===== src/rtl/matmul_seq.sv =====
// matmul_seq: computes O = A x B for single-precision float matrices by
// time-sharing one external multiply unit and one external add unit.
// Operands are latched when a request is accepted. Each dot product is
// built from serial multiply/add transactions, one at a time. The result
// matrix is then presented together with a one-cycle done pulse.
module matmul_seq #(
    parameter int S = 32,
    parameter int H = 2,
    parameter int W = 2,
    parameter int C = 2
) (
    input  logic             clk,
    input  logic             rst_n,
    input  logic             start,
    input  logic [S*H*C-1:0] a,
    input  logic [S*C*W-1:0] b,
    output logic [S*H*W-1:0] o,
    output logic             busy,
    output logic             done,
    output logic             mul_start,
    output logic [S-1:0]     mul_x,
    output logic [S-1:0]     mul_y,
    input  logic [S-1:0]     mul_o,
    input  logic             mul_done,
    output logic             add_start,
    output logic [S-1:0]     add_x,
    output logic [S-1:0]     add_y,
    input  logic [S-1:0]     add_o,
    input  logic             add_done
);

    localparam int IW  = (H > 1) ? $clog2(H) : 1;
    localparam int JW  = (W > 1) ? $clog2(W) : 1;
    localparam int KW  = (C > 1) ? $clog2(C) : 1;
    localparam int AIW = (H * C > 1) ? $clog2(H * C) : 1;
    localparam int BIW = (C * W > 1) ? $clog2(C * W) : 1;
    localparam int OIW = (H * W > 1) ? $clog2(H * W) : 1;

    localparam logic [IW-1:0] I_LAST = IW'(H - 1);
    localparam logic [JW-1:0] J_LAST = JW'(W - 1);
    localparam logic [KW-1:0] K_LAST = KW'(C - 1);

    typedef enum logic [2:0] {
        IDLE,
        MUL_REQ,
        MUL_WAIT,
        ADD_REQ,
        ADD_WAIT,
        STORE,
        FINISH
    } state_t;

    state_t               state;
    logic [S*H*C-1:0]     a_reg;
    logic [S*C*W-1:0]     b_reg;
    logic [IW-1:0]        i;
    logic [JW-1:0]        j;
    logic [KW-1:0]        k;
    logic [S-1:0]         acc;
    logic [S-1:0]         prod;
    logic [S-1:0]         a_mat [H*C];
    logic [S-1:0]         b_mat [C*W];
    logic [S-1:0]         o_mat [H*W];
    logic [AIW-1:0]       a_idx;
    logic [BIW-1:0]       b_idx;
    logic [OIW-1:0]       o_idx;

    // Unpack the latched operand vectors (element 0 sits at the MSBs)
    always_comb begin
        for (int n = 0; n < H * C; n++) begin
            a_mat[n] = a_reg[S*(H*C-n)-1 -: S];
        end
        for (int n = 0; n < C * W; n++) begin
            b_mat[n] = b_reg[S*(C*W-n)-1 -: S];
        end
    end

    // Pack the stored result elements back into the row-major output vector
    always_comb begin
        o = '0;
        for (int n = 0; n < H * W; n++) begin
            o[S*(H*W-n)-1 -: S] = o_mat[n];
        end
    end

    // Flat element indices for A[i][k], B[k][j] and O[i][j]
    always_comb begin
        a_idx = AIW'(int'(i) * C + int'(k));
        b_idx = BIW'(int'(k) * W + int'(j));
        o_idx = OIW'(int'(i) * W + int'(j));
    end

    // Sequencer: walks (i,j,k) and issues one unit transaction at a time.
    // The wait states skip the cycle in which the start pulse is still
    // high, so a done level left over from the previous transaction is
    // never mistaken for the current result.
    always_ff @(posedge clk or negedge rst_n) begin
        if (!rst_n) begin
            state     <= IDLE;
            a_reg     <= '0;
            b_reg     <= '0;
            i         <= '0;
            j         <= '0;
            k         <= '0;
            acc       <= '0;
            prod      <= '0;
            busy      <= 1'b0;
            done      <= 1'b0;
            mul_start <= 1'b0;
            mul_x     <= '0;
            mul_y     <= '0;
            add_start <= 1'b0;
            add_x     <= '0;
            add_y     <= '0;
            for (int n = 0; n < H * W; n++) begin
                o_mat[n] <= '0;
            end
        end else begin
            case (state)
                IDLE: begin
                    if (start) begin
                        a_reg <= a;
                        b_reg <= b;
                        i     <= '0;
                        j     <= '0;
                        k     <= '0;
                        busy  <= 1'b1;
                        state <= MUL_REQ;
                    end
                end

                MUL_REQ: begin
                    mul_x     <= a_mat[a_idx];
                    mul_y     <= b_mat[b_idx];
                    mul_start <= 1'b1;
                    state     <= MUL_WAIT;
                end

                MUL_WAIT: begin
                    if (mul_start) begin
                        mul_start <= 1'b0;
                    end else if (mul_done) begin
                        prod <= mul_o;
                        if (k == '0) begin
                            // First term of the dot product seeds the accumulator
                            acc <= mul_o;
                            if (k < K_LAST) begin
                                k     <= k + 1'b1;
                                state <= MUL_REQ;
                            end else begin
                                state <= STORE;
                            end
                        end else begin
                            state <= ADD_REQ;
                        end
                    end
                end

                ADD_REQ: begin
                    add_x     <= acc;
                    add_y     <= prod;
                    add_start <= 1'b1;
                    state     <= ADD_WAIT;
                end

                ADD_WAIT: begin
                    if (add_start) begin
                        add_start <= 1'b0;
                    end else if (add_done) begin
                        acc <= add_o;
                        if (k < K_LAST) begin
                            k     <= k + 1'b1;
                            state <= MUL_REQ;
                        end else begin
                            state <= STORE;
                        end
                    end
                end

                STORE: begin
                    o_mat[o_idx] <= acc;
                    k            <= '0;
                    if (j == J_LAST) begin
                        j <= '0;
                        if (i == I_LAST) begin
                            i     <= '0;
                            busy  <= 1'b0;
                            done  <= 1'b1;
                            state <= FINISH;
                        end else begin
                            i     <= i + 1'b1;
                            state <= MUL_REQ;
                        end
                    end else begin
                        j     <= j + 1'b1;
                        state <= MUL_REQ;
                    end
                end

                FINISH: begin
                    done  <= 1'b0;
                    state <= IDLE;
                end

                default: begin
                    state <= IDLE;
                end
            endcase
        end
    end

endmodule

===== config.mk =====
export PLATFORM = sky130hd
export DESIGN_NAME = matmul_seq
export DESIGN_NICKNAME = d
export VERILOG_FILES = /design/src/rtl/matmul_seq.sv
export SDC_FILE = /design/constraint.sdc
export NUM_CORES = 1
export LEC_CHECK = 0
export ABC_AREA = 1
export CAP_MARGIN = 10
export CORE_ASPECT_RATIO = 0.5
export CORE_MARGIN = 2
export CORE_UTILIZATION = 25
export DETAILED_ROUTE_END_ITERATION = 8
export GPL_TIMING_DRIVEN = 0
export PLACE_DENSITY = 0.54
export SYNTH_ARGS = -nofsm -noshare
export SYNTH_HDL_FRONTEND = slang
export SYNTH_SLANG_ARGS = --single-unit

===== constraint.sdc =====
create_clock -name clk -period 3.7 [get_ports clk]
set_clock_uncertainty 0.05 [all_clocks]
set_input_delay 0.74 -clock clk [delete_from_list [all_inputs] [get_ports clk]]
set_output_delay 0.74 -clock clk [all_outputs]
set_load 0.005 [all_outputs]

==> impl_metrics.py <==
metrics = {
    "global_routing": {
        "overflow": 0,
        "track_usage_pct": 18.82,
        "grt_pass1_vias": 21320,
        "grt_max_degree": 121,
        "grt_pass1_wl_um": 140200,
        "antenna_found_initial": 33,
    },
    "critical_path": {
        "worst-path-max-fanout": 120,
        "worstSetupPathType": "in2async",
        "crit_start": "rst_n",
        "reg2reg_depth": 6,
        "cp.arrival_ns": 3.19,
        "critPathCaptureType": "asynchronous set/reset pin",
        "r2r_end": "o[104]",
        "reg2reg_slack_ns": 1.44,
        "crit_path_start_kind": "input pin",
        "r2r_start": "j",
        "worstPathRequired_ns": 4.37,
    },
    "placement": {
        "hpwl_um": 74080,
        "numPlacedInstances": 4613,
        "gp_congestion": 0.8803,
        "dpl_worst_slack_ns": 0.9336,
        "numPortBuffers": 584,
    },
    "clocking": {
        "cts_hold_buf": 1,
        "ctsResizeCount": 0,
        "cts_setup_buffers": 0,
        "clock-sinks": 586,
        "cts_max_level": 2,
        "numCtsBuffers": 57,
        "clock_tree.buffer_depth": 3,
        "clk_latency_ns": 0.65,
        "cts_tree": "done",
        "cts_root_buf": "clkbuf_16",
        "clkTransAtPathRegs_ns": 0.06,
    },
    "routing": {
        "initialDrtViolationCount": 1561,
        "wirelength_um": 96300,
        "via_per_inst": 4.481,
        "first_pass_iters": 5,
        "routedWlPerCell_um": 20.28,
        "route.detailed.drc": 0,
        "ant_nets": 0,
        "vias": 21280,
    },
    "yosys": {
        "syn-num-nets": 3078,
        "syn_area_per_cell_um2": 8.830,
        "synth_most_common_cell": "nand2_1",
        "yosys_most_used_dff": "dfrtp_1",
        "yosys_warnings": 0,
        "syn_inst": 2753,
        "synth_common_cells": "638 x nand2_1, 586 x dfrtp_1, 444 x o21ai_0",
        "synth.distinct_cells": 23,
        "synthTopCellsByArea": "dfrtp_1 60%, nand2_1 9.9%, o21ai_0 9.1%",
        "synth-async-reset-ratio_pct": 100.0,
        "synth_top_area_share_pct": 60.33,
        "synthesis.area_um2": 24310,
        "ys_seq_area_share_pct": 60.33,
        "synth-edff-count": 0,
        "synth_top_area_cell": "dfrtp_1",
        "ys_ff_latch": 586,
    },
    "status": {
        "outcome": "finished clean",
    },
    "finish": {
        "fin_util_pct": 35.44,
        "syn2layout_area_growth_pct": 39.80,
        "nets": 3727,
        "drive_above_1_share_pct": 7.188,
        "fin_cells": 4749,
    },
    "timing": {
        "drv_slew": 0,
        "fmax_mhz": 395.9,
        "period_share_pct": 68.27,
        "worstMarginPinSlew_ns": 0.7069,
        "relSlewSlack_pct": 52.88,
        "finalSetupViolCount": 0,
        "hold_violations": 0,
        "rsz0062_at_grt": "false",
        "period_needed_ns": 2.526,
        "finalSetupTns_ns": 0,
        "setup_slack_ns": 1.174,
    },
    "run": {
        "drv_cap": 0,
    },
    "pwr": {
        "leakage_nw": 16.02,
        "power_density_nw_per_um2": 780.0,
        "ir_drop_mv": 0.3700,
        "total_power_mw": 26.51,
    },
    "floorplanning": {
        "row_count": 80,
        "die_area_um2": 99890,
        "core_um2": 95890,
        "start_util_pct": 25.35,
        "ios": 585,
        "fp.dieH_um": 224.5,
        "die_w_um": 445.0,
    },
    "min_path": {
        "worstHoldStart": "acc[0]",
        "min_path_cells": 2,
        "whs_endpoint": "acc[0]",
        "hp-class": "reg2reg",
    },
}
-- stage by stage --
step	hold slack (ns)	instance area (um^2)
6_report	0.4288	33980
5_1_grt	0.4458	33970
4_1_cts	0.4322	33910
3_5_place_dp	0.4141	31890
3_3_place_gp	0.4117	31740
2_1_floorplan	0.3944	24310
-- registers in the layout, indices dropped and copies added (netlist names), 3 cells and up --
name,count
acc,32
add_y,32
b_mat,128
o,128
state,3
mul_y,32
prod,32
add_x,32
mul_x,32
a_mat,128
-- area by class of cell --
class | instances | area (um^2)
Clock inverter | 26 | 370.4
Clock buffer | 81 | 1647
Fill cell | 9883 | 61910
Multi-Input combinational cell | 1662 | 7491
Timing Repair Buffer | 590 | 5998
Sequential cell | 586 | 14660
Buffer | 168 | 888.4
Tap cell | 1271 | 1590
Inverter | 337 | 1265
Antenna cell | 28 | 70.07
-- report_power, final --
| part | leakage (nW) | switching [mW] | internal (mW) |
|---|---|---|---|
| Sequential | 7.27 | 1.34 | 9.07 |
| Combinational | 7.77 | 5.60 | 4.15 |
| Clock | 0.982 | 2.74 | 3.61 |
| Total | 16.0 | 9.68 | 16.8 |
-- critical path: stages --
cell           delay [ns]
dlygate4sd3_1        0.57
buf_8                0.37
buf_16               0.44
buf_16               0.46
buf_16               0.44
-- kinds of logic after synthesis --
family,synth area share (%)
simple gates,14.08
compound gates,15.25
flops,60.33
buf+inv,8.858
mux,1.482
-- per-layer routing --
layer / vias to the layer above / global-route usage (%) / wire (um)
met5: - / 0 / 101
met4: 18 / 9.481 / 4431
met3: 183 / 2.760 / 3882
met2: 550 / 34.33 / 51150
met1: 10510 / 21.52 / 36730
li1: 10020 / - / -
-- worst max path at each step --
stage                endpoint  slack (ns)  cells after the start
detailed placement     o[104]        0.93                      4
CTS                    o[104]         1.0                      5
global route           o[103]        0.79                      5
floorplan           a_mat[28]        2.12                      6
finish                 o[104]        1.17                      5
global placement    add_x[15]      -24.88                      1
-- layout by cell type, fill, tap and decap left out, types with 11 or more instances in the layout --
master	netlist	final
clkdlybuf4s50_1	0	583
diode_2	0	28
nor2_1	226	226
clkbuf_1	65	76
buf_2	59	59
nand3_1	11	11
a21oi_1	216	216
o21ai_1	77	77
clkbuf_16	0	57
o21ai_0	444	444
buf_4	29	29
mux2_2	32	32
dfrtp_1	586	586
inv_1	331	331
nand2_1	638	638
clkbuf_8	0	13
(Power assumes the default switching activity.)
